===== config.mk =====
export PLATFORM = sky130hd
export DESIGN_NAME = serial_subtractor
export DESIGN_NICKNAME = d
export VERILOG_FILES = /design/src/rtl/serial_subtractor.sv
export SDC_FILE = /design/constraint.sdc
export NUM_CORES = 1
export LEC_CHECK = 0
export BUFFER_PORTS_ARGS = -buffer_cell sky130_fd_sc_hd__buf_4
export CAP_MARGIN = 20
export CORE_MARGIN = 3
export CORE_UTILIZATION = 55
export DETAILED_ROUTE_END_ITERATION = 12
export GPL_TIMING_DRIVEN = 0
export PLACE_DENSITY = 0.88
export SYNTH_ARGS = -nofsm -noshare
export SYNTH_HDL_FRONTEND = slang
export SYNTH_SLANG_ARGS = --single-unit

===== constraint.sdc =====
create_clock -name clk -period 13.96 [get_ports clk]
set_input_delay 2.094 -clock clk [delete_from_list [all_inputs] [get_ports clk]]
set_output_delay 2.094 -clock clk [all_outputs]
set_load 0.1 [all_outputs]

===== src/rtl/serial_subtractor.sv =====
`default_nettype none
// ============================================================================
// Module   : serial_subtractor
// Brief    : Bit-serial two's-complement subtractor (A - B), LSB first, one
//            full-adder cell per bit step, with borrow/overflow/zero flags.
// Revision : 1.0 - initial release
// ============================================================================
module serial_subtractor #(
    parameter int WIDTH = 32
) (
    input  logic             clk,
    input  logic             rst,
    input  logic             start,
    input  logic [WIDTH-1:0] a,
    input  logic [WIDTH-1:0] b,
    output logic             busy,
    output logic             done,
    output logic [WIDTH-1:0] diff,
    output logic             borrow_out,
    output logic             overflow,
    output logic             zero
);

    localparam int CNT_W = $clog2(WIDTH);

    localparam logic [1:0]       c_idle = 2'd0;
    localparam logic [1:0]       c_run  = 2'd1;
    localparam logic [1:0]       c_done = 2'd2;
    localparam logic [CNT_W-1:0] c_last = CNT_W'(WIDTH - 1);

    logic [1:0]       r_state;
    logic [1:0]       w_state_nxt;
    logic [WIDTH-1:0] r_a;
    logic [WIDTH-1:0] r_b;
    logic [WIDTH-1:0] r_res;
    logic             r_carry;
    logic [CNT_W-1:0] r_cnt;
    logic             r_a_msb;
    logic             r_b_msb;
    logic [WIDTH-1:0] r_diff;
    logic             r_borrow;
    logic             r_overflow;
    logic             r_zero;

    logic             w_b_inv;
    logic             w_sum;
    logic             w_carry;
    logic [WIDTH-1:0] w_res_nxt;
    logic             w_accept;
    logic             w_last;

    // Single full-adder cell: a + ~b + carry, carry seeded with 1 on accept
    assign w_b_inv   = ~r_b[0];
    assign w_sum     = r_a[0] ^ w_b_inv ^ r_carry;
    assign w_carry   = (r_a[0] & w_b_inv) | (r_a[0] & r_carry) | (w_b_inv & r_carry);
    assign w_res_nxt = {w_sum, r_res[WIDTH-1:1]};
    assign w_accept  = (r_state == c_idle) && start;
    assign w_last    = (r_state == c_run) && (r_cnt == c_last);

    always_ff @(posedge clk or posedge rst) begin
        if (rst) begin
            r_state <= c_idle;
        end else begin
            r_state <= w_state_nxt;
        end
    end

    always_comb begin
        w_state_nxt = r_state;
        case (r_state)
            c_idle:  if (start) w_state_nxt = c_run;
            c_run:   if (r_cnt == c_last) w_state_nxt = c_done;
            c_done:  w_state_nxt = c_idle;
            default: w_state_nxt = c_idle;
        endcase
    end

    always_ff @(posedge clk or posedge rst) begin
        if (rst) begin
            r_a        <= '0;
            r_b        <= '0;
            r_res      <= '0;
            r_carry    <= 1'b0;
            r_cnt      <= '0;
            r_a_msb    <= 1'b0;
            r_b_msb    <= 1'b0;
            r_diff     <= '0;
            r_borrow   <= 1'b0;
            r_overflow <= 1'b0;
            r_zero     <= 1'b0;
        end else if (w_accept) begin
            // Published result and flags are left untouched until this operation ends
            r_a     <= a;
            r_b     <= b;
            r_carry <= 1'b1;
            r_cnt   <= '0;
            r_a_msb <= a[WIDTH-1];
            r_b_msb <= b[WIDTH-1];
        end else if (r_state == c_run) begin
            r_a     <= {1'b0, r_a[WIDTH-1:1]};
            r_b     <= {1'b0, r_b[WIDTH-1:1]};
            r_res   <= w_res_nxt;
            r_carry <= w_carry;
            r_cnt   <= r_cnt + 1'b1;
            if (w_last) begin
                r_diff     <= w_res_nxt;
                r_borrow   <= ~w_carry;
                r_overflow <= (r_a_msb != r_b_msb) && (w_res_nxt[WIDTH-1] != r_a_msb);
                r_zero     <= (w_res_nxt == '0);
            end
        end
    end

    assign busy       = (r_state == c_run);
    assign done       = (r_state == c_done);
    assign diff       = r_diff;
    assign borrow_out = r_borrow;
    assign overflow   = r_overflow;
    assign zero       = r_zero;

endmodule
`default_nettype wire


==> run metrics, run 1 <==
chip width 114 µm; cell depth of the worst min-delay path 1; clock sink count 140; H-tree depth reported by CTS 4; NetSw 0.000865 W; number of unique standard cell types used by synthesis 32; share of layout cells above drive strength 1 0.269; Setup TNS 0 ns; Yosys warning total 0; Synth Area per Inst 10.3 µm²; Max Buffers Root-to-Sink 2; clock tree from TritonCTS yes; quantity of I/O buffers inserted on ports 103; via density per instance 5.86; leading area contributor after synthesis dfrtp_1; startpoint of the tightest hold check path diff[1]; number of top-level design ports 104; synthesized cell area 6360 µm²; fraction of synthesis flops using an asynchronous set or reset pin 1.00; end point of the most critical hold path diff[1]; dpl hpwl 10.4 mm; maximum number of pins on one net before global-route repair 88; critical path endpoint category output pin; number of DRC violations after detailed-routing iteration 0 414; combinational share of power 0.415; hold slack final 0.506 ns; switching power as a share of total power 0.436; Post-Syn Nets 688; final-stage net count 811; Seq/Total Area, Yosys 0.551; proportion of netlist area held by the largest area contributor 0.551; setup repair after global routing missed its margin no; slew at the pin with the worst max-slew slack 0.538 ns; total of cells resized after clock tree synthesis 0; crit path cell chain buf_4 -> buf_2 -> buf_1 -> nor2b_1 -> buf_4; worst r2r src r_a[0]; R2R Path End zero; data arrival time at the worst-slack endpoint 2.08 ns; quantity of hold-fixing buffers added after cts 0; final-report setup violation count 0; aggregate routed wire length 15.6 mm; relative slew slack 0.640; slowest cell on the critical path buf_1; dominant register cell in the synthesized netlist dfrtp_1; detail-routed net length per standard cell 17.5 µm; critical path fanouts, max 10; worst reg-to-reg path cell count 4; routability congestion estimate 0.803; share of total power in sequential cells 0.352; Power Dens Cells 249 nW/µm²; CTS clk-pin slew, worst paths 0.06 ns; f_max 240 MHz; overall via count from detail_route 5241; ranking of synthesized cells by area dfrtp_1 (55%), a22oi_1 (7.2%), nor2b_1 (6.6%); worst-case register-to-register setup slack 11.86 ns; critical path type flop to output pin; Post-route DRC 0; flip-flop and latch count after synthesis 140; number of flops mapped to enable cells by yosys 0; library cell with the highest instance count after synthesis dfrtp_1; Critical Path RT 11.87 ns; Rows 38; area growth from synthesis to layout 25.0%; Hold Fails Final Rpt 0; worst clock skew 0.00961 ns; internal power of the cells 0.00112 W; Setup crit start kind flop; area of the die 12900 µm²; # diodes 0; minimum clock period after layout 4.17 ns; share of the clock period used by the worst path 0.299; cell with the most instances on the worst path buf_4; Leak Pwr 3.77 nW; source-to-sink clock delay at the later pin of the worst-skew pair 0.42 ns; delay contributed by the slowest stage of the critical path 0.41 ns; clock buffers created by TritonCTS 17; buffer count from post-CTS setup fixing 0; Initial Util 0.574; clock network fraction of design power 0.233; overall die height 114 µm; Post-DRT Antenna Nets 0; Remaining Overflow, GRT 0; type of the tightest min-delay check flop to flop; Post-Synthesis Cells 618; Overall Power 0.00198 W; via count of the first global-routing pass 5231; first-pass GRT wire length 25.3 mm; VDD IR max 196 µV; status finished clean; clock root buffer clkbuf_16; Commonest cells post-synth dfrtp_1 (140), nand2_1 (99), nor2b_1 (67); number of violations of the max-capacitance limit 0; Pins Over Slew Limit 0; GRT Total Usage 0.247; Core ar. 11100 µm²; number of antenna violations at the first check in global routing 0; iteration count of the initial detailed-routing pass 6
[power by group through the flow]
stage / combinational [W] / clock, W / sequential (W)
CTS: 0.000826 / 0.000466 / 0.000696
global route: 0.000881 / 0.000485 / 0.000721
finish: 0.000823 / 0.000461 / 0.000699
detailed placement: 0.000818 / 0 / 0.000700
floorplan: 0.000364 / 0 / 0.000943
global placement: 0.000789 / 0 / 0.000688
[metal layers]
metal  track usage  vias to the layer above  routed length [µm]
met2         0.400                      206                7780
met5             0                        -                   0
met1         0.320                     2585                6440
met4         0.113                        0                 460
met3        0.0536                       35                 921
li1              -                     2415                   -
[metrics by stage]
stage	instance area (µm²)	utilization	worst slack [ns]	std cells
floorplan	6360	-	8.11	618
global placement	7310	0.660	6.74	861
detailed placement	7340	0.663	10.27	862
CTS	7950	0.718	9.80	894
global route	7950	0.718	9.69	894
finish	7950	0.718	9.79	894
[worst max-delay path, delay by kind of cell, from the launching register on]
| family | cells | cell delay, ns |
|---|---|---|
| buffers and inverters | 4 | 1.10 |
| and+or+nand+nor | 1 | 0.23 |
| DFF | 1 | 0.32 |
[sequential cells by signal, summed over array words and instances (netlist names)]
name        flops
r_state         2
r_cnt           5
diff           32
overflow        1
r_res          31
r_a_msb         1
r_b            32
borrow_out      1
r_b_msb         1
r_a            32
zero            1
r_carry         1
[cell type report]
type / instances / area [µm²]
multi-input combinational: 425 / 2570
fill: 769 / 3120
clock inverter: 14 / 170
inverter: 5 / 26.3
tap: 140 / 175
buffer: 48 / 272
timing repair buffer: 104 / 801
sequential: 140 / 3500
clock buffer: 18 / 439
[cells by family (layout without fill, tap and decap cells)]
family / Yosys count / after routing / synth area share
simple gates: 184 / 184 / 0.143
flops: 140 / 140 / 0.551
compound gates: 202 / 202 / 0.188
buf+inv: 53 / 189 / 0.0460
fa+ha+maj: 3 / 3 / 0.00708
mux: 36 / 36 / 0.0653
[placed cells by master, fill, tap and decap left out, types with 4 or more instances in the layout]
cell	instances
dfrtp_1	140
buf_4	113
nand2_1	99
nor2b_1	67
a21oi_1	66
a22oi_1	61
o21ai_0	46
mux2_2	32
o21ai_1	21
clkbuf_16	17
clkbuf_1	16
buf_2	13
nor4_1	8
buf_6	5
a22o_1	4
buf_1	4
clkinvlp_4	4
[worst max path at each step]
stage / startpoint / end / slack [ns] / cells after the start
finish: r_state[1] / done / 9.79 / 5
global route: r_state[1] / done / 9.69 / 5
CTS: r_state[1] / done / 9.80 / 5
detailed placement: r_state[1] / done / 10.27 / 5
global placement: rst / diff[14] / 6.74 / 2
floorplan: rst / borrow_out / 8.11 / 1
Power figures use the tool's default switching activity.
==> run 2: changes to the inputs <==
clock period = 4.27 ns   (was 13.96 ns; I/O delays follow)
==> run 2 against run 1 <==
- sequential cell count unchanged
- via count rose by 1.7%
- non-clock buffer count up 2
- worst hold slack got worse by 0.094 ns
- critical path depth did not move
- wire length increased by 3.7%
- utilization is 0.27 points higher
- final cell count up 0.22%
- register-to-register slack worse by 9.6 ns
- critical path type unchanged
- critical endpoint unchanged
- highest routed layer unchanged
==> run metrics, run 2 (same netlist as run 1, synthesis figures left out) <==
status finished clean (unchanged); highest metal layer with signal wires met4 (unchanged); number of violations of the max-capacitance limit 0 (unchanged); overall die height 114 µm (unchanged); source-to-sink clock delay at the later pin of the worst-skew pair 0.42 ns (about the same); share of the clock period used by the worst path 0.633; Critical Path Start r_state[1] (unchanged); # diodes 0 (unchanged); Post-route DRC 0 (unchanged); final-stage net count 813 (was 811); data arrival time at the worst-slack endpoint 2.06 ns (was 2.08 ns); via density per instance 5.95 (was 5.86); Max Buffers Root-to-Sink 2 (unchanged); met2 wire length 8.30 mm (was 7.78 mm); f_max 370 MHz; overall via count from detail_route 5328 (was 5241); area of the die 12900 µm² (unchanged); relative slew slack 0.404 (was 0.640); leading cell type in the layout, fill and taps excluded dfrtp_1 (unchanged); number of top-level design ports 104 (unchanged); final-report setup violation count 0 (unchanged); first-pass GRT wire length 26.4 mm (was 25.3 mm); type of the tightest min-delay check input port to async pin (was flop to flop); Leak Pwr 3.79 nW (was 3.77 nW); clock sink count 140 (unchanged); number of antenna violations at the first check in global routing 0 (unchanged); Setup crit start kind flop (unchanged); total of cells resized after clock tree synthesis 0 (unchanged); Post-DRT Antenna Nets 0 (unchanged); slew at the pin with the worst max-slew slack 0.892 ns (was 0.538 ns); chip width 114 µm (unchanged); Power Dens Cells 821 nW/µm² (was 249 nW/µm²); clock tree from TritonCTS yes (unchanged); final design area excluding fillers 7980 µm² (was 7950 µm²); fill cell total of the finished layout 751 (was 769); dpl hpwl 10.6 mm (was 10.4 mm); iteration count of the initial detailed-routing pass 7 (was 6); maximum number of pins on one net before global-route repair 44 (was 88); Remaining Overflow, GRT 0 (unchanged); area growth from synthesis to layout 25.5% (was 25.0%); critical path fanouts, max 10 (unchanged); Pins Over Slew Limit 0 (unchanged); Met1 Routed Length 6.56 mm (was 6.44 mm); post-detailed-placement cell area 7380 µm² (was 7340 µm²); via count of the first global-routing pass 5442 (was 5231); worst r2r src r_b[0] (was r_a[0]); CTS clk-pin slew, worst paths 0.06 ns (about the same); worst clock skew 0.00854 ns (was 0.00961 ns); Setup TNS 0 ns (unchanged); Rows 38 (unchanged); Hold Fails Final Rpt 0 (unchanged); clock root buffer clkbuf_16 (unchanged); metal3 WL 957 µm (was 921 µm); critical path endpoint category output pin (unchanged); Initial Util 0.574 (unchanged); share of layout cells above drive strength 1 0.271 (was 0.269); aggregate routed wire length 16.2 mm (was 15.6 mm); buffer count from post-CTS setup fixing 0 (unchanged); post-route core utilization 0.721 (was 0.718); quantity of hold-fixing buffers added after cts 0 (unchanged); commonest cells after routing, fill and taps aside dfrtp_1 (140), buf_4 (113), nand2_1 (99) (unchanged); minimum clock period after layout 2.70 ns; Core ar. 11100 µm² (unchanged); clock buffers created by TritonCTS 17 (unchanged); VDD IR max 659 µV (was 196 µV); Critical Path RT 3.63 ns (was 11.87 ns); detail-routed net length per standard cell 18.1 µm (was 17.5 µm); setup repair after global routing missed its margin no (unchanged); H-tree depth reported by CTS 4 (unchanged); number of DRC violations after detailed-routing iteration 0 451 (was 414); critical path type flop to output pin (unchanged); quantity of I/O buffers inserted on ports 103 (unchanged); Overall Power 0.00656 W (was 0.00198 W); routability congestion estimate 0.822 (was 0.803); GRT Total Usage 0.256 (was 0.247)
==> run 2: cell types whose count changed in the layout (fill, tap and decap cells not counted), sizes merged <==
cell      before  now
buf          136  138
clkinv         6    7
clkinvlp       4    3
==> run 2: power by group <==
| group | internal [W] | switching (W) | leakage, nW | total (W) |
|---|---|---|---|---|
| sequential | 0.00186 | 0.000439 | 1.82 | 0.00230 |
| clock | 0.000936 | 0.000583 | 0.296 | 0.00152 |
| combinational | 0.000868 | 0.00187 | 1.67 | 0.00274 |
| total | 0.00366 | 0.00290 | 3.79 | 0.00656 |
==> run 2: through the flow <==
stage	hold WS (ns)	setup WS, ns	cells
floorplan	0.466	1.36	618
global placement	0.471	1.12	861
detailed placement	0.476	2.03	864
CTS	0.445	1.57	896
global route	0.487	1.47	896
finish	0.412	1.57	896
==> run 2: worst max-delay path, cell delays in order (launching register included) <==
cell and delay [ns]:
dfrtp_1 0.32, buf_4 0.15, buf_2 0.23, buf_1 0.42
nor2b_1 0.22, buf_4 0.31
==> run 2: final cells by class <==
type | count | area (µm²) | area share
repair buffers | 106 | 833 | 0.104
well taps | 140 | 175 | 0.0219
plain buffers | 48 | 272 | 0.0340
clock buffers | 18 | 439 | 0.0550
multi-input cells | 425 | 2570 | 0.322
inverters | 5 | 25.0 | 0.00313
flip-flops and latches | 140 | 3500 | 0.439
clock inverters | 14 | 169 | 0.0212
==> run 2: worst paths after layout <==
check,endpoint,slack [ns],cells past startpoint
setup reg to reg,zero,2.28,5
setup / recovery,done,1.57,5
hold reg to reg,diff[14],0.51,1
hold / removal,r_b[13],0.41,2
min in group clk,r_a_msb,0.50,2
max in group asynchronous,diff[15],2.95,4
==> run 2: metal layers <==
metal  vias up  global-route usage
met3        45              0.0552
met4         0              0.0905
met2       218               0.436
li1       2417                   -
met5         -                   0
met1      2648               0.324
==> run 3: changes to the inputs <==
CORE_UTILIZATION = 51   (was 55)
PLACE_DENSITY = 0.86   (was 0.88)
clock period = 2.3 ns   (was 4.27 ns; I/O delays follow)
==> run 3 against run 2 <==
- sequential power increased by 85%
- first-iteration DRC count decreased by 8.0%
- register-to-register slack got worse by 1.9 ns
- setup slack got worse by 1.5 ns
- die area increased by 7.4%
- design area increased by 1.1%
==> run metrics, run 3 (same netlist as run 1, synthesis figures left out) <==
share of total power in sequential cells 0.351 (was 0.350); area growth from synthesis to layout 26.8% (was 25.5%); Rows 40 (was 38); via count of the first global-routing pass 5111 (was 5442); iteration count of the initial detailed-routing pass 5 (was 7); Critical Path RT 1.96 ns (was 3.63 ns); source-to-sink clock delay at the later pin of the worst-skew pair 0.42 ns (about the same); metal3 WL 801 µm (was 957 µm); post-detailed-placement cell area 7440 µm² (was 7380 µm²); number of top-level design ports 104 (unchanged); Setup crit start kind flop (unchanged); relative slew slack 0.650 (was 0.404); worst clock skew 0.00913 ns (was 0.00854 ns); overall die height 118 µm (was 114 µm); clock tree from TritonCTS yes (unchanged); Leak Pwr 3.81 nW (was 3.79 nW); Post-route DRC 0 (unchanged); clock sink count 140 (unchanged); f_max 452 MHz; cell with the most instances on the worst path buf_6 (was buf_4); Post-DRT Antenna Nets 0 (unchanged); aggregate routed wire length 15.2 mm (was 16.2 mm); # diodes 0 (unchanged); Core ar. 12100 µm² (was 11100 µm²); Met1 Routed Length 6.52 mm (was 6.56 mm); crit path cell chain buf_4 -> nand2b_1 -> buf_4 -> inv_4 -> buf_6 -> buf_6 -> buf_6 (was buf_4 -> buf_2 -> buf_1 -> nor2b_1 -> buf_4); critical path endpoint category output pin (unchanged); clock root buffer clkbuf_16 (unchanged); CTS clk-pin slew, worst paths 0.06 ns (about the same); clock buffers created by TritonCTS 17 (unchanged); switching power as a share of total power 0.425 (was 0.442); maximum number of pins on one net before global-route repair 45 (was 44); Max Buffers Root-to-Sink 2 (unchanged); Remaining Overflow, GRT 0 (unchanged); NetSw 0.00514 W (was 0.00290 W); GRT Total Usage 0.223 (was 0.256); critical path type flop to output pin (unchanged); combinational share of power 0.413 (was 0.418); post-route core utilization 0.666 (was 0.721); number of antenna violations at the first check in global routing 0 (unchanged); post-route non-filler standard cell count 923 (was 896); commonest cells after routing, fill and taps aside dfrtp_1 (140), buf_4 (112), nand2_1 (99) (was dfrtp_1 (140), buf_4 (113), nand2_1 (99)); share of the clock period used by the worst path 0.963; Pins Over Slew Limit 0 (unchanged); delay contributed by the slowest stage of the critical path 0.35 ns (was 0.42 ns); area of the die 13900 µm² (was 12900 µm²); dpl hpwl 10.5 mm (was 10.6 mm); post-placement cell count 893 (was 864); Hold Fails Final Rpt 0 (unchanged); gate family responsible for the most delay along the worst path buffers and inverters (unchanged); chip width 118 µm (was 114 µm); Power Dens Cells 1500 nW/µm² (was 821 nW/µm²); slew at the pin with the worst max-slew slack 0.523 ns (was 0.892 ns); via density per instance 5.54 (was 5.95); buffer count from post-CTS setup fixing 0 (unchanged); fill cell total of the finished layout 951 (was 751); status finished clean (unchanged); highest metal layer with signal wires met4 (unchanged); leading cell type in the layout, fill and taps excluded dfrtp_1 (unchanged); clock network fraction of design power 0.236 (was 0.232); H-tree depth reported by CTS 4 (unchanged); routability congestion estimate 0.820 (was 0.822); minimum clock period after layout 2.21 ns; critical path fanouts, max 10 (unchanged); Initial Util 0.525 (was 0.574); VDD IR max 1100 µV (was 659 µV); quantity of I/O buffers inserted on ports 103 (unchanged); met2 wire length 7.61 mm (was 8.30 mm); number of DRC violations after detailed-routing iteration 0 415 (was 451); first-pass GRT wire length 25.0 mm (was 26.4 mm); final design area excluding fillers 8070 µm² (was 7980 µm²); Overall Power 0.0121 W (was 0.00656 W); data arrival time at the worst-slack endpoint 1.87 ns (was 2.06 ns); buffer and inverter count on the worst path 6 (was 4); slowest cell on the critical path dfrtp_1 (was buf_1); number of violations of the max-capacitance limit 0 (unchanged); final-stage net count 814 (was 813); overall via count from detail_route 5113 (was 5328); final-report setup violation count 0 (unchanged); setup repair after global routing missed its margin no (unchanged); detail-routed net length per standard cell 16.4 µm (was 18.1 µm); internal power of the cells 0.00696 W (was 0.00366 W); share of layout cells above drive strength 1 0.268 (was 0.271); hold slack final 0.177 ns (was 0.412 ns); type of the tightest min-delay check input port to flop (was input port to async pin)
-- run 3: through the flow --
step / worst slack (ns) / TNS, ns
global placement: -0.610 / -84.49
floorplan: 0.200 / 0
finish: 0.0862 / 0
CTS: 0.0361 / 0
global route: 0.0100 / 0
detailed placement: 0.328 / 0
-- run 3: area by class of cell --
cell class | instances | area [µm²] | area share
Sequential cell | 140 | 3500 | 0.434
Multi-Input combinational cell | 425 | 2570 | 0.318
Timing Repair Buffer | 108 | 875 | 0.108
Clock buffer | 23 | 478 | 0.0592
Buffer | 47 | 270 | 0.0335
Tap cell | 168 | 210 | 0.0261
Clock inverter | 7 | 138 | 0.0171
Inverter | 5 | 25.0 | 0.00310
-- run 3: timing repair --
action,4_1_cts,5_1_grt
gates resized for setup,1,1
hold buffers,1,0
gates cloned,0,0
endpoints found under the setup margin,2,1
hold endpoints to repair,19,0
-- run 3: routing by layer --
metal	up-vias	global-route usage
li1	2420	-
met3	19	0.0567
met1	2531	0.289
met2	143	0.358
met4	0	0.0908
met5	-	0
-- run 3: worst paths after layout --
check	start	to	slack (ns)	cells past startpoint
max	r_state[1]	busy	0.09	7
min	a[31]	r_a_msb	0.18	2
max reg2reg	r_cnt[0]	diff[29]	0.37	6
min reg2reg	borrow_out	borrow_out	0.49	2
max in group asynchronous	rst	r_a_msb	1.00	5
min in group asynchronous	rst	r_b[4]	0.52	3
-- run 3: power by group through the flow --
stage          clock [W]  combinational, W  sequential (W)
2_1_floorplan          0           0.00221         0.00573
3_3_place_gp           0           0.00480         0.00418
3_5_place_dp           0           0.00499         0.00425
4_1_cts          0.00290           0.00503         0.00423
5_1_grt          0.00301           0.00538         0.00436
6_report         0.00286           0.00500         0.00425
